<file path="config.mk">
export PLATFORM = sky130hd
export DESIGN_NAME = unary_add_sequencer
export DESIGN_NICKNAME = d
export VERILOG_FILES = /design/src/rtl/unary_add_sequencer.sv
export SDC_FILE = /design/constraint.sdc
export NUM_CORES = 1
export LEC_CHECK = 0
export ABC_AREA = 1
export CORE_UTILIZATION = 58
export DETAILED_ROUTE_END_ITERATION = 8
export PLACE_DENSITY_LB_ADDON = 0.05
export SYNTH_ARGS = -nofsm -noshare
export SYNTH_HDL_FRONTEND = slang
export SYNTH_SLANG_ARGS = --single-unit
</file>
<file path="constraint.sdc">
create_clock -name clk -period 4.7 [get_ports clk]
set_input_delay 0.94 -clock clk [delete_from_list [all_inputs] [get_ports clk]]
set_output_delay 0.94 -clock clk [all_outputs]
set_load 0.005 [all_outputs]
</file>
<file path="src/rtl/unary_add_sequencer.sv">
// ---------------------------------------------------------------------------
// unary_add_sequencer
//   Front-end controller for a serial unary adder. It accepts a binary operand
//   pair and plays it into the adder as two thermometer streams (ones first)
//   during READ. It then switches the adder to WRITE and counts the ones of
//   the adder's unary dout burst back into binary. The count is returned
//   with a one-cycle done pulse.
//
//   Optional feature (macro UNARY_SEQ_QUEUE_EN):
//     Adds a one-entry request slot, so a second request can be accepted
//     while an operation is running. That request starts in the cycle after
//     the current operation's done pulse, with no idle cycle in between.
//     With the macro undefined, requests are accepted only in IDLE.
//
// Ports
//   clk        in   clock, rising edge
//   rst_n      in   synchronous active-low reset
//   start      in   request strobe, accepted when start & ready
//   a_val      in   operand A (binary, W bits)
//   b_val      in   operand B (binary, W bits)
//   ready      out  request can be accepted this cycle
//   done       out  one-cycle pulse, result/carry valid
//   result     out  ones counted in the last WRITE window (saturating)
//   carry      out  sticky OR of add_C over the last operation
//   add_A      out  unary stream A to adder
//   add_B      out  unary stream B to adder
//   add_en     out  adder enable
//   add_rw     out  adder mode (0 = accumulate, 1 = emit)
//   add_rst_n  out  adder reset, low during reset and during LOAD
//   add_dout   in   adder serial unary output
//   add_C      in   adder carry/overflow flag
// ---------------------------------------------------------------------------
module unary_add_sequencer #(
    parameter int W          = 4,
    parameter int STREAM_LEN = 15,
    parameter int OUT_LEN    = 32,
    parameter int DOUT_LAT   = 1,
    parameter int RES_W      = 6
) (
    input  logic             clk,
    input  logic             rst_n,
    input  logic             start,
    input  logic [W-1:0]     a_val,
    input  logic [W-1:0]     b_val,
    output logic             ready,
    output logic             done,
    output logic [RES_W-1:0] result,
    output logic             carry,
    output logic             add_A,
    output logic             add_B,
    output logic             add_en,
    output logic             add_rw,
    output logic             add_rst_n,
    input  logic             add_dout,
    input  logic             add_C
);

    localparam int WRITE_LEN = OUT_LEN + DOUT_LAT;
    localparam int IDX_MAX   = (STREAM_LEN > WRITE_LEN) ? STREAM_LEN : WRITE_LEN;
    localparam int IDX_W     = $clog2(IDX_MAX + 1);
    localparam int CMP_W     = (IDX_W > W) ? IDX_W : W;
    localparam logic [RES_W-1:0] ACC_MAX = '1;

    typedef enum logic [2:0] {
        S_IDLE,
        S_LOAD,
        S_READ,
        S_WRITE,
        S_DONE
    } state_t;

    state_t             state_reg;
    logic [IDX_W-1:0]   idx_reg;
    logic [W-1:0]       op_a_reg;
    logic [W-1:0]       op_b_reg;
    logic [RES_W-1:0]   acc_reg;
    logic               c_flag_reg;
    logic               done_reg;
    logic [RES_W-1:0]   result_reg;
    logic               carry_reg;
    logic               add_a_reg;
    logic               add_b_reg;
    logic               add_en_reg;
    logic               add_rw_reg;
    logic [RES_W-1:0]   acc_next;
    logic [IDX_W-1:0]   idx_inc;

`ifdef UNARY_SEQ_QUEUE_EN
    logic [W-1:0]       slot_a_reg;
    logic [W-1:0]       slot_b_reg;
    logic               slot_full_reg;
`endif

    // Thermometer bit for stream position i: ones first, op ones in total.
    function automatic logic therm(input logic [IDX_W-1:0] i, input logic [W-1:0] op);
        return CMP_W'(i) < CMP_W'(op);
    endfunction

    assign idx_inc = idx_reg + IDX_W'(1);

    // The first DOUT_LAT WRITE cycles carry no valid dout; the count saturates.
    always_comb begin
        acc_next = acc_reg;
        if ((idx_reg >= IDX_W'(DOUT_LAT)) && add_dout && (acc_reg != ACC_MAX)) begin
            acc_next = acc_reg + RES_W'(1);
        end
    end

    always_ff @(posedge clk) begin
        if (!rst_n) begin
            state_reg  <= S_IDLE;
            idx_reg    <= '0;
            op_a_reg   <= '0;
            op_b_reg   <= '0;
            acc_reg    <= '0;
            c_flag_reg <= 1'b0;
            done_reg   <= 1'b0;
            result_reg <= '0;
            carry_reg  <= 1'b0;
            add_a_reg  <= 1'b0;
            add_b_reg  <= 1'b0;
            add_en_reg <= 1'b0;
            add_rw_reg <= 1'b0;
`ifdef UNARY_SEQ_QUEUE_EN
            slot_a_reg    <= '0;
            slot_b_reg    <= '0;
            slot_full_reg <= 1'b0;
`endif
        end else begin
            done_reg <= 1'b0;
`ifdef UNARY_SEQ_QUEUE_EN
            // A request arriving while busy parks in the slot.
            if (start && !slot_full_reg && (state_reg != S_IDLE)) begin
                slot_a_reg    <= a_val;
                slot_b_reg    <= b_val;
                slot_full_reg <= 1'b1;
            end
`endif
            case (state_reg)
                S_IDLE: begin
`ifdef UNARY_SEQ_QUEUE_EN
                    // A request parked during the DONE cycle is served first;
                    // a simultaneous new start refills the slot.
                    if (slot_full_reg) begin
                        op_a_reg  <= slot_a_reg;
                        op_b_reg  <= slot_b_reg;
                        state_reg <= S_LOAD;
                        if (start) begin
                            slot_a_reg <= a_val;
                            slot_b_reg <= b_val;
                        end else begin
                            slot_full_reg <= 1'b0;
                        end
                    end else if (start) begin
                        op_a_reg  <= a_val;
                        op_b_reg  <= b_val;
                        state_reg <= S_LOAD;
                    end
`else
                    if (start) begin
                        op_a_reg  <= a_val;
                        op_b_reg  <= b_val;
                        state_reg <= S_LOAD;
                    end
`endif
                end
                S_LOAD: begin
                    acc_reg    <= '0;
                    c_flag_reg <= 1'b0;
                    idx_reg    <= '0;
                    // Outputs are registered, so the first READ bit is prepared here.
                    add_en_reg <= 1'b1;
                    add_rw_reg <= 1'b0;
                    add_a_reg  <= therm('0, op_a_reg);
                    add_b_reg  <= therm('0, op_b_reg);
                    state_reg  <= S_READ;
                end
                S_READ: begin
                    if (idx_reg == IDX_W'(STREAM_LEN - 1)) begin
                        idx_reg    <= '0;
                        add_a_reg  <= 1'b0;
                        add_b_reg  <= 1'b0;
                        add_rw_reg <= 1'b1;
                        state_reg  <= S_WRITE;
                    end else begin
                        idx_reg   <= idx_inc;
                        add_a_reg <= therm(idx_inc, op_a_reg);
                        add_b_reg <= therm(idx_inc, op_b_reg);
                    end
                end
                S_WRITE: begin
                    acc_reg    <= acc_next;
                    c_flag_reg <= c_flag_reg | add_C;
                    if (idx_reg == IDX_W'(WRITE_LEN - 1)) begin
                        // Publish on the way into DONE so result and done line up.
                        idx_reg    <= '0;
                        result_reg <= acc_next;
                        carry_reg  <= c_flag_reg | add_C;
                        done_reg   <= 1'b1;
                        add_en_reg <= 1'b0;
                        add_rw_reg <= 1'b0;
                        state_reg  <= S_DONE;
                    end else begin
                        idx_reg <= idx_inc;
                    end
                end
                S_DONE: begin
`ifdef UNARY_SEQ_QUEUE_EN
                    if (slot_full_reg) begin
                        op_a_reg      <= slot_a_reg;
                        op_b_reg      <= slot_b_reg;
                        slot_full_reg <= 1'b0;
                        state_reg     <= S_LOAD;
                    end else begin
                        state_reg <= S_IDLE;
                    end
`else
                    state_reg <= S_IDLE;
`endif
                end
                default: state_reg <= S_IDLE;
            endcase
        end
    end

`ifdef UNARY_SEQ_QUEUE_EN
    assign ready = (state_reg == S_IDLE) || !slot_full_reg;
`else
    assign ready = (state_reg == S_IDLE);
`endif

    assign done      = done_reg;
    assign result    = result_reg;
    assign carry     = carry_reg;
    assign add_A     = add_a_reg;
    assign add_B     = add_b_reg;
    assign add_en    = add_en_reg;
    assign add_rw    = add_rw_reg;
    assign add_rst_n = rst_n & (state_reg != S_LOAD);

endmodule

</file>
==> results of run 1 <==
layer usage:
metal / up-vias / routed length (um) / part of all wire, %
met4: 0 / 82 / 2.0
met5: - / 0 / 0
met2: 51 / 1860 / 44
met3: 10 / 215 / 5.1
met1: 816 / 2040 / 49
li1: 967 / - / -
power by group:
group          total [uW]  switching, uW  internal [uW]
combinational         432            269            163
sequential            386           34.4            352
clock                 249            108            141
total                1070            411            656
layout by cell type, fill, tap and decap left out:
| cell | n |
|---|---|
| sky130_fd_sc_hd__a21oi_1 | 22 |
| sky130_fd_sc_hd__a31oi_1 | 2 |
| sky130_fd_sc_hd__bufinv_16 | 1 |
| sky130_fd_sc_hd__clkbuf_4 | 5 |
| sky130_fd_sc_hd__clkbuf_8 | 2 |
| sky130_fd_sc_hd__clkdlybuf4s50_1 | 26 |
| sky130_fd_sc_hd__dfxtp_1 | 36 |
| sky130_fd_sc_hd__ha_1 | 11 |
| sky130_fd_sc_hd__inv_1 | 39 |
| sky130_fd_sc_hd__inv_2 | 7 |
| sky130_fd_sc_hd__nand2_1 | 77 |
| sky130_fd_sc_hd__nand2_2 | 5 |
| sky130_fd_sc_hd__nand2_4 | 1 |
| sky130_fd_sc_hd__nand3_1 | 17 |
| sky130_fd_sc_hd__nand3b_1 | 2 |
| sky130_fd_sc_hd__nand4_1 | 3 |
| sky130_fd_sc_hd__nand4_2 | 1 |
| sky130_fd_sc_hd__nor2_1 | 29 |
| sky130_fd_sc_hd__nor2_2 | 3 |
| sky130_fd_sc_hd__nor2_4 | 2 |
| sky130_fd_sc_hd__nor2_8 | 2 |
| sky130_fd_sc_hd__nor3_1 | 2 |
| sky130_fd_sc_hd__nor4_1 | 1 |
| sky130_fd_sc_hd__o21ai_0 | 15 |
| sky130_fd_sc_hd__o21ai_1 | 4 |
| sky130_fd_sc_hd__xnor2_1 | 1 |
| sky130_fd_sc_hd__xor2_1 | 2 |
cells by family after synthesis:
group           after synthesis  synth area share [%]
simple gates                145                  34.1
buf+inv                      51                  9.87
compound gates               43                  11.1
flops                        36                  36.7
fa+ha+maj                    11                  7.00
xor+xnor                      3                  1.34
worst reg2reg max path, delay by kind of cell (launching register included):
family                     cells  cell delay [ns]
xor gates and xnor gates       1             0.32
and+or+nand+nor                7             0.47
DFF                            1             0.50
adders and majority gates      2             0.55
per-stage QoR:
step / hold slack (ns) / cells / area [um2] / setup slack (ns) / power [uW]
after floorplan: 0.449 / 289 / 1970 / 2.47 / 683
after global placement: 0.451 / 354 / 2260 / 1.38 / 807
after detailed placement: 0.456 / 354 / 2260 / 1.34 / 816
after CTS: 0.472 / 362 / 2350 / 1.33 / 1070
after global routing: 0.499 / 362 / 2350 / 1.29 / 1150
final: 0.465 / 362 / 2350 / 1.34 / 1070
how the worst min path moves through the flow:
stage	from	to
6_report	add_en$_SDFFE_PN0P_	add_en$_SDFFE_PN0P_
5_1_grt	add_en$_SDFFE_PN0P_	add_en$_SDFFE_PN0P_
4_1_cts	add_en$_SDFFE_PN0P_	add_en$_SDFFE_PN0P_
3_5_place_dp	add_en$_SDFFE_PN0P_	add_en$_SDFFE_PN0P_
3_3_place_gp	add_en$_SDFFE_PN0P_	add_en$_SDFFE_PN0P_
2_1_floorplan	op_b_reg[1]$_SDFFE_PN0P_	op_b_reg[1]$_SDFFE_PN0P_
area by class of cell:
cell class,count,area [um2],share of cell area (%)
multi-input combinational,202,1050,44.6
inverter,46,173,7.33
clock inverter,1,30.0,1.28
timing repair buffer,26,260,11.1
sequential,36,721,30.6
clock buffer,7,65.1,2.76
tap,44,55.1,2.34
==> impl_metrics.csv, run 1 <==
group,metric,value,unit
final_layout,drive_above_1_share,9.12,%
synth,yosysTopAreaCellShare,36.7,%
clock_tree,cts_setup_buffers,0,
critical_path,worst-setup-path-type,"in2out",
final_layout,post-route-util,75.3,%
route,detailedRoute.firstIterationViolations,69,
final_layout,antennaDiodeCount,0,
clock_tree,clkTransAtPathRegs,0.11,ns
final_layout,nets,341,
synth,seq_area_frac_synth,36.7,%
critical_path,crit_chain,"clkdlybuf4s50_1 > nand2_1 > inv_1 > clkdlybuf4s50_1",
sta,setup-tns-final,0,ns
sta,grt_setup_unrepaired,"false",
critical_path,worstRegToRegCells,10,
sta,measured_slew_at_the_worst_slew_check_pin,0.763,ns
final_layout,nFillCells,251,
final_layout,area_growth_syn_to_layout,19.8,%
route,routed_wirelength,4200,um
critical_path,cp_common_cell,"sky130_fd_sc_hd__clkdlybuf4s50_1",
global_route,globalRouteMet2Util,41.9,%
sta,final_min_period_over_clock_period,71.5,%
synth,synth_cell_type_count,25,
critical_path,worstSetupPathDepth,4,
critical_path,arrival,2.42,ns
sta,worst_clock_skew,0.00485,ns
critical_path,worst-path-buf-inv,3,
floorplanning,floorplan.io_pins,27,
synth,ys_top_cells_by_count,"sky130_fd_sc_hd__nand2_1 (77), sky130_fd_sc_hd__inv_1 (39), sky130_fd_sc_hd__dfxtp_1 (36)",
synth,synth_most_common_cell,"sky130_fd_sc_hd__nand2_1",
critical_path,timing.critical_path.max_delay_family,"buffers and inverters",
critical_path,crit_path_max_incr_delay,0.82,ns
synth,synthCells,289,
floorplanning,die_w,60.2,um
clock_tree,clk_path_buf_depth,2,
route,post_drt_wl_per_cell,11.6,um
clock_tree,sink_count,36,
critical_path,kind_of_capture_point_of_the_worst_setup_path,"primary output",
synth,dominantRegCellSynth,"sky130_fd_sc_hd__dfxtp_1",
critical_path,r2r_end,"add_A$_SDFFE_PN0N_",
synth,post_synth.cell_area_avg,6.80,um2
critical_path,worst_ep_required_time,3.76,ns
power_and_ir_drop,power.density,454,nW/um2
clock_tree,cts_resized,0,
global_route,all_layer_gr_usage,26.9,%
power_and_ir_drop,power.leakage,0.00113,uW
sta,post-route-min-period,3.36,ns
floorplanning,design.core.area,3130,um2
route,drtAntennaViolNets,0,
run,drv_cap,0,
sta,final-setup-viol-count,0,
clock_tree,tritoncts_clock_tree,"built",
sta,final-hold-violation-count,0,
clock_tree,cts.root.buffer_cell,"sky130_fd_sc_hd__clkbuf_4",
critical_path,r2r_start,"idx_reg[0]$_SDFFE_PN0N_",
critical_path,cp_max_fo,15,
route,drt_drc_violations_left,0,
sta,clock.fmax,297,MHz
place,gp_routability_congestion,0.818,
synth,synth_area_leader_cell,"sky130_fd_sc_hd__dfxtp_1",
power_and_ir_drop,ir_worst_vdd,307,uV
critical_path,crit_start,"rst_n",
global_route,vias_in_the_first_global_route,1666,
global_route,grt_antenna_before_repair,0,
place,place_hpwl,3010,um
synth,synth-seq-cells,36,
synth,ys_warn_count,0,
sta,final_max_slew_viol_count,0,
place,io_buffer_count,26,
global_route,gr-usage-met1,34.3,%
clock_tree,cts_max_level,2,
clock_tree,tritoncts_buffer_count,5,
route,dr_total_vias,1844,
floorplanning,die-height,60.2,um
clock_tree,clock_latency,0.35,ns
synth,ys_top_cells_by_area,"sky130_fd_sc_hd__dfxtp_1 (37%), sky130_fd_sc_hd__nand2_1 (15%), sky130_fd_sc_hd__inv_1 (7.4%)",
synth,synth-edff-count,0,
route,routed_via_density,5.09,
critical_path,critical-path-slowest-cell,"sky130_fd_sc_hd__clkdlybuf4s50_1",
synth,net_count_of_the_mapped_netlist,313,
synth,mappedNetlistArea,1970,um2
global_route,maximum_number_of_pins_on_one_net_before_global_route_repair,23,
floorplanning,effective_utilization_at_floorplan,62.8,%
floorplanning,floorplan.rows,20,
global_route,grt_overflow,0,
sta,timing.slew.headroom,49.1,%
hold_path,min_delay_path_depth,2,
critical_path,r2r_slack,2.80,ns
outcome,outcome,"finished, final reports clean",
route,first_pass_iters,4,
floorplanning,design.die.area,3630,um2
synth,ys_async_sr_fraction,0,%
critical_path,worstSetupEndpoint,"add_rst_n",
critical_path,startpoint_kind_of_the_worst_setup_timing_path,"primary input",
global_route,first_pass_grt_wire_length,7150,um
hold_path,holdCritPathClass,"reg2reg",
global_route,grtUsageMet3,7.58,%
clock_tree,cts_hold_buffers,0,
global_route,gr-max-usage-layer,"met2",
Note: power is estimated with default switching activity, not from simulation.
==> run 2, diff against run 1 <==
--- a/config.mk
+++ b/config.mk
@@ -6,7 +6,7 @@
 export NUM_CORES = 1
 export LEC_CHECK = 0
 export ABC_AREA = 1
-export CORE_UTILIZATION = 58
+export CORE_UTILIZATION = 54
 export DETAILED_ROUTE_END_ITERATION = 8
 export PLACE_DENSITY_LB_ADDON = 0.05
 export SYNTH_ARGS = -nofsm -noshare
==> constraint.sdc (replaced) <==
create_clock -name clk -period 3.1 [get_ports clk]
set_input_delay 0.62 -clock clk [delete_from_list [all_inputs] [get_ports clk]]
set_output_delay 0.62 -clock clk [all_outputs]
set_load 0.005 [all_outputs]
==> impl_metrics.csv, run 2 (synthesis results as in run 1) <==
group,metric,value,unit
outcome,outcome,"finished, final reports clean",
clock_tree,tritoncts_buffer_count,5,
power_and_ir_drop,p_comb_share,43.5,%
critical_path,arrival,1.83,ns
critical_path,cp_max_fo,9,
final_layout,final_common_cell,"sky130_fd_sc_hd__nand2_1",
floorplanning,design.core.area,3420,um2
critical_path,r2r_slack,1.21,ns
clock_tree,clk_path_buf_depth,2,
sta,setup-tns-final,0,ns
route,drt_drc_violations_left,0,
clock_tree,sink_count,36,
global_route,grt_antenna_before_repair,0,
power_and_ir_drop,ir_worst_vdd,662,uV
sta,timing.slew.headroom,50.7,%
critical_path,worstRegToRegCells,12,
sta,clock.fmax,408,MHz
power_and_ir_drop,power.density,642,nW/um2
clock_tree,clock_latency,0.36,ns
route,drtAntennaViolNets,0,
critical_path,worst-path-buf-inv,4,
sta,final_max_slew_viol_count,0,
power_and_ir_drop,power.leakage,0.00112,uW
critical_path,worst_ep_required_time,2.48,ns
critical_path,crit_start,"state_reg[2]$_SDFFE_PN0P_",
global_route,grt_overflow,0,
critical_path,cp_common_cell,"sky130_fd_sc_hd__inv_2",
critical_path,worstSetupPathDepth,7,
hold_path,holdCritPathClass,"reg2reg",
sta,grt_setup_unrepaired,"false",
floorplanning,floorplan.rows,21,
power_and_ir_drop,netSwitchingPower,622,uW
sta,final-hold-violation-count,0,
critical_path,r2r_end,"add_A$_SDFFE_PN0N_",
critical_path,r2r_start,"idx_reg[0]$_SDFFE_PN0N_",
floorplanning,effective_utilization_at_floorplan,57.5,%
route,detailedRoute.firstIterationViolations,117,
power_and_ir_drop,pwr-share-clk,17.3,%
critical_path,worstSetupEndpoint,"add_rst_n",
floorplanning,floorplan.io_pins,27,
sta,final_min_period_over_clock_period,79.1,%
sta,final-setup-viol-count,0,
final_layout,antennaDiodeCount,0,
critical_path,critical-path-slowest-cell,"sky130_fd_sc_hd__clkdlybuf4s50_1",
route,routed_via_density,5.04,
final_layout,area_growth_syn_to_layout,18.3,%
global_route,maximum_number_of_pins_on_one_net_before_global_route_repair,23,
route,routed_wirelength,4110,um
place,io_buffer_count,26,
critical_path,crit_path_max_incr_delay,0.43,ns
route,dr_total_vias,1841,
global_route,all_layer_gr_usage,23.2,%
clock_tree,clkTransAtPathRegs,0.11,ns
place,gp_routability_congestion,0.836,
sta,measured_slew_at_the_worst_slew_check_pin,0.738,ns
floorplanning,die_w,62.3,um
clock_tree,cts_max_level,2,
critical_path,worst-setup-path-type,"reg2out",
run,drv_cap,0,
critical_path,kind_of_capture_point_of_the_worst_setup_path,"primary output",
final_layout,nets,342,
clock_tree,cts_hold_buffers,0,
critical_path,timing.critical_path.max_delay_family,"buffers and inverters",
power_and_ir_drop,cellInternalPower,871,uW
floorplanning,die-height,62.3,um
critical_path,crit_chain,"inv_2 > nand2_2 > nor2_1 > inv_2 > nand2_1 > inv_1 > clkdlybuf4s50_1",
route,post_drt_wl_per_cell,11.3,um
sta,post-route-min-period,2.45,ns
global_route,first_pass_grt_wire_length,7080,um
floorplanning,design.die.area,3890,um2
clock_tree,tritoncts_clock_tree,"built",
place,dpl.cell_count,357,
power_and_ir_drop,power.sequential.fraction,39.2,%
clock_tree,cts_resized,0,
place,place_hpwl,2990,um
final_layout,count_of_non_filler_cells_in_the_finished_layout,365,
final_layout,drive_above_1_share,9.40,%
critical_path,startpoint_kind_of_the_worst_setup_timing_path,"flop",
global_route,vias_in_the_first_global_route,1589,
power_and_ir_drop,power_switching_share,41.7,%
route,first_pass_iters,4,
final_layout,layout.cells.most_common_list,"sky130_fd_sc_hd__nand2_1 (77), sky130_fd_sc_hd__inv_1 (39), sky130_fd_sc_hd__dfxtp_1 (36), sky130_fd_sc_hd__nor2_1 (29), sky130_fd_sc_hd__clkdlybuf4s50_1 (26)",
clock_tree,cts.root.buffer_cell,"sky130_fd_sc_hd__clkbuf_4",
sta,worst_clock_skew,0.00857,ns
clock_tree,cts_setup_buffers,0,
==> run 2: metrics by stage <==
step / utilization (%) / area [um2] / worst slack [ns] / total power [uW] / hold slack, ns
floorplan: - / 1970 / 1.51 / 1040 / 0.449
global placement: 66.4 / 2270 / 0.798 / 1230 / 0.456
detailed placement: 66.4 / 2270 / 0.789 / 1240 / 0.463
CTS: 68.1 / 2330 / 0.627 / 1500 / 0.480
global route: 68.1 / 2330 / 0.513 / 1610 / 0.505
finish: 68.1 / 2330 / 0.648 / 1490 / 0.476
==> run 2: worst min path at each step <==
stage | start | endpoint | slack (ns) | cells after the start
2_1_floorplan | op_b_reg[1]$_SDFFE_PN0P_ | op_b_reg[1]$_SDFFE_PN0P_ | 0.45 | 2
3_3_place_gp | add_en$_SDFFE_PN0P_ | add_en$_SDFFE_PN0P_ | 0.46 | 2
3_5_place_dp | result[1]$_SDFFE_PN0P_ | result[1]$_SDFFE_PN0P_ | 0.46 | 2
4_1_cts | add_en$_SDFFE_PN0P_ | add_en$_SDFFE_PN0P_ | 0.48 | 2
5_1_grt | add_en$_SDFFE_PN0P_ | add_en$_SDFFE_PN0P_ | 0.50 | 2
6_report | add_en$_SDFFE_PN0P_ | add_en$_SDFFE_PN0P_ | 0.48 | 2
==> run 2: layout make-up <==
class	count	area (um2)
clock buffers	5	37.5
clock inverters	3	18.8
fillers	313	1090
inverters	46	173
multi-input cells	202	1050
flip-flops and latches	36	721
well taps	46	57.6
repair buffers	27	268
==> run 2: worst register-to-register path, delay by kind of cell (launching register included) <==
kind	cells	cell delay, ns
flip-flops	1	0.50
adder cells (fa/ha/maj)	2	0.66
AND/OR/NAND/NOR	9	0.57
buffers and inverters	1	0.11
==> run 2: metal layers <==
layer	track usage (%)	wire, um
met1	31.4	2070
met2	35.7	1780
met3	5.15	224
met4	9.59	40
met5	0	0
==> run 2: power by group through the flow <==
stage	clock network [uW]	logic (uW)	registers [uW]
after global routing	277	737	593
final	258	649	585
after detailed placement	0	644	594
after CTS	261	649	584
after global placement	0	633	593
after floorplan	0	448	588
==> run 3, diff against run 2 <==
==> constraint.sdc (replaced) <==
create_clock -name clk -period 2.3 [get_ports clk]
set_input_delay 0.46 -clock clk [delete_from_list [all_inputs] [get_ports clk]]
set_output_delay 0.46 -clock clk [all_outputs]
set_load 0.005 [all_outputs]
==> impl_metrics.csv, run 3 (synthesis results as in run 1) <==
group,metric,value,unit
clock_tree,sink_count,36,
critical_path,crit_path_max_incr_delay,0.43,ns
sta,setup-tns-final,0,ns
critical_path,r2r_end,"add_B$_SDFFE_PN0N_",
place,gp_routability_congestion,0.846,
global_route,vias_in_the_first_global_route,1626,
power_and_ir_drop,netSwitchingPower,828,uW
floorplanning,die-height,62.3,um
place,io_buffer_count,26,
power_and_ir_drop,pwr-share-clk,23.2,%
critical_path,timing.critical_path.max_delay_family,"buffers and inverters",
critical_path,crit_chain,"nand2_4 > nor2_4 > inv_2 > nand2_1 > inv_1 > clkdlybuf4s50_1",
critical_path,kind_of_capture_point_of_the_worst_setup_path,"primary output",
clock_tree,clk_path_buf_depth,2,
critical_path,crit_start,"state_reg[0]$_SDFFE_PN0P_",
route,routed_wirelength,4190,um
sta,post-route-min-period,2.08,ns
clock_tree,cts_hold_buffers,0,
critical_path,worst_ep_required_time,1.84,ns
critical_path,r2r_slack,0.46,ns
route,first_pass_iters,4,
sta,measured_slew_at_the_worst_slew_check_pin,0.716,ns
global_route,first_pass_grt_wire_length,7220,um
floorplanning,design.core.area,3420,um2
global_route,grt_antenna_before_repair,0,
outcome,outcome,"finished, final reports clean",
floorplanning,design.die.area,3890,um2
sta,clock.fmax,481,MHz
route,drtAntennaViolNets,0,
critical_path,cp_max_fo,9,
hold_path,timing.hold.worst.start,"add_en$_SDFFE_PN0P_",
route,dr_total_vias,1806,
floorplanning,effective_utilization_at_floorplan,57.5,%
route,met3RoutedLength,195,um
critical_path,arrival,1.62,ns
final_layout,layout.cells.most_common_list,"sky130_fd_sc_hd__nand2_1 (77), sky130_fd_sc_hd__inv_1 (39), sky130_fd_sc_hd__dfxtp_1 (36), sky130_fd_sc_hd__nor2_1 (28), sky130_fd_sc_hd__clkdlybuf4s50_1 (26)",
sta,timing.final.ws_setup,0.223,ns
sta,final-hold-violation-count,0,
power_and_ir_drop,ir_worst_vdd,632,uV
critical_path,worstSetupPathDepth,6,
route,drt_drc_violations_left,0,
power_and_ir_drop,power.leakage,0.00113,uW
clock_tree,cts.root.buffer_cell,"sky130_fd_sc_hd__clkbuf_4",
global_route,all_layer_gr_usage,23.7,%
sta,final_min_period_over_clock_period,90.3,%
global_route,maximum_number_of_pins_on_one_net_before_global_route_repair,23,
final_layout,nets,342,
route,routed-wl-met2,1840,um
sta,final-setup-viol-count,0,
clock_tree,tritoncts_buffer_count,5,
route,post_drt_wl_per_cell,11.5,um
global_route,grt_overflow,0,
critical_path,r2r_start,"idx_reg[0]$_SDFFE_PN0N_",
final_layout,final_common_cell,"sky130_fd_sc_hd__nand2_1",
power_and_ir_drop,power.sequential.fraction,36.5,%
place,place_hpwl,2990,um
clock_tree,cts_setup_buffers,0,
critical_path,worstRegToRegCells,12,
power_and_ir_drop,p_comb_share,40.3,%
critical_path,worstSetupEndpoint,"add_rst_n",
clock_tree,clkTransAtPathRegs,0.11,ns
route,routed_via_density,4.95,
floorplanning,floorplan.rows,21,
route,route.top_layer_used,"met4",
power_and_ir_drop,power.density,916,nW/um2
floorplanning,floorplan.io_pins,27,
sta,timing.slew.headroom,52.2,%
critical_path,startpoint_kind_of_the_worst_setup_timing_path,"flop",
clock_tree,clock_latency,0.34,ns
sta,worst_clock_skew,0.00750,ns
run,drv_cap,0,
place,worst_setup_slack_after_placement,0.305,ns
critical_path,worst-path-buf-inv,3,
floorplanning,die_w,62.3,um
final_layout,drive_above_1_share,9.72,%
hold_path,holdCritPathClass,"reg2reg",
clock_tree,tritoncts_clock_tree,"built",
power_and_ir_drop,cellInternalPower,1350,uW
route,wl_met1,2110,um
sta,whs,0.484,ns
final_layout,area_growth_syn_to_layout,20.9,%
power_and_ir_drop,power_switching_share,38.0,%
final_layout,antennaDiodeCount,0,
sta,grt_setup_unrepaired,"false",
route,detailedRoute.firstIterationViolations,92,
critical_path,critical-path-slowest-cell,"sky130_fd_sc_hd__clkdlybuf4s50_1",
critical_path,worst-setup-path-type,"reg2out",
clock_tree,cts_max_level,2,
final_layout,post-route-util,69.6,%
sta,final_max_slew_viol_count,0,
power_and_ir_drop,post-layout-total-power,2180,uW
## run 3: power groups by stage
stage	registers, uW	clock network (uW)	logic, uW
CTS	788	511	875
global route	807	537	1010
detailed placement	801	0	864
floorplan	792	0	604
finish	795	504	878
global placement	799	0	857
## run 3: area by class of cell
class                           count  area, um2
Clock buffer                        7       65.1
Clock inverter                      1       30.0
Fill cell                         314       1040
Inverter                           46        173
Multi-Input combinational cell    202       1060
Sequential cell                    36        721
Tap cell                           46       57.6
Timing Repair Buffer               27        268
## run 3: tightest hold or removal path: stages (launching register included)
cell and delay (ns):
sky130_fd_sc_hd__dfxtp_1 0.33, sky130_fd_sc_hd__nand2_1 0.06, sky130_fd_sc_hd__a21oi_1 0.05
## run 3: per-layer routing
| metal | vias to the layer above | track usage (%) |
|---|---|---|
| met2 | 51 | 38.3 |
| met4 | 0 | 7.85 |
| met5 | - | 0 |
| met1 | 781 | 30.7 |
| li1 | 970 | - |
| met3 | 4 | 6.25 |
## run 3: worst min path at each step
stage                                    end  cells past startpoint
floorplan           op_b_reg[1]$_SDFFE_PN0P_                      2
global placement         add_en$_SDFFE_PN0P_                      2
detailed placement       add_en$_SDFFE_PN0P_                      2
CTS                 op_a_reg[1]$_SDFFE_PN0P_                      2
global route             add_en$_SDFFE_PN0P_                      2
finish                   add_en$_SDFFE_PN0P_                      2
## run 3: metrics by stage
step	std cells	area [um2]
floorplan	289	1970
global placement	357	2270
detailed placement	357	2270
CTS	365	2370
global route	365	2380
finish	365	2380
## run 3: timing repair
item,in CTS,in global routing
hold endpoints to repair,0,0
setup endpoints to repair,1,1
gates resized for setup,1,2
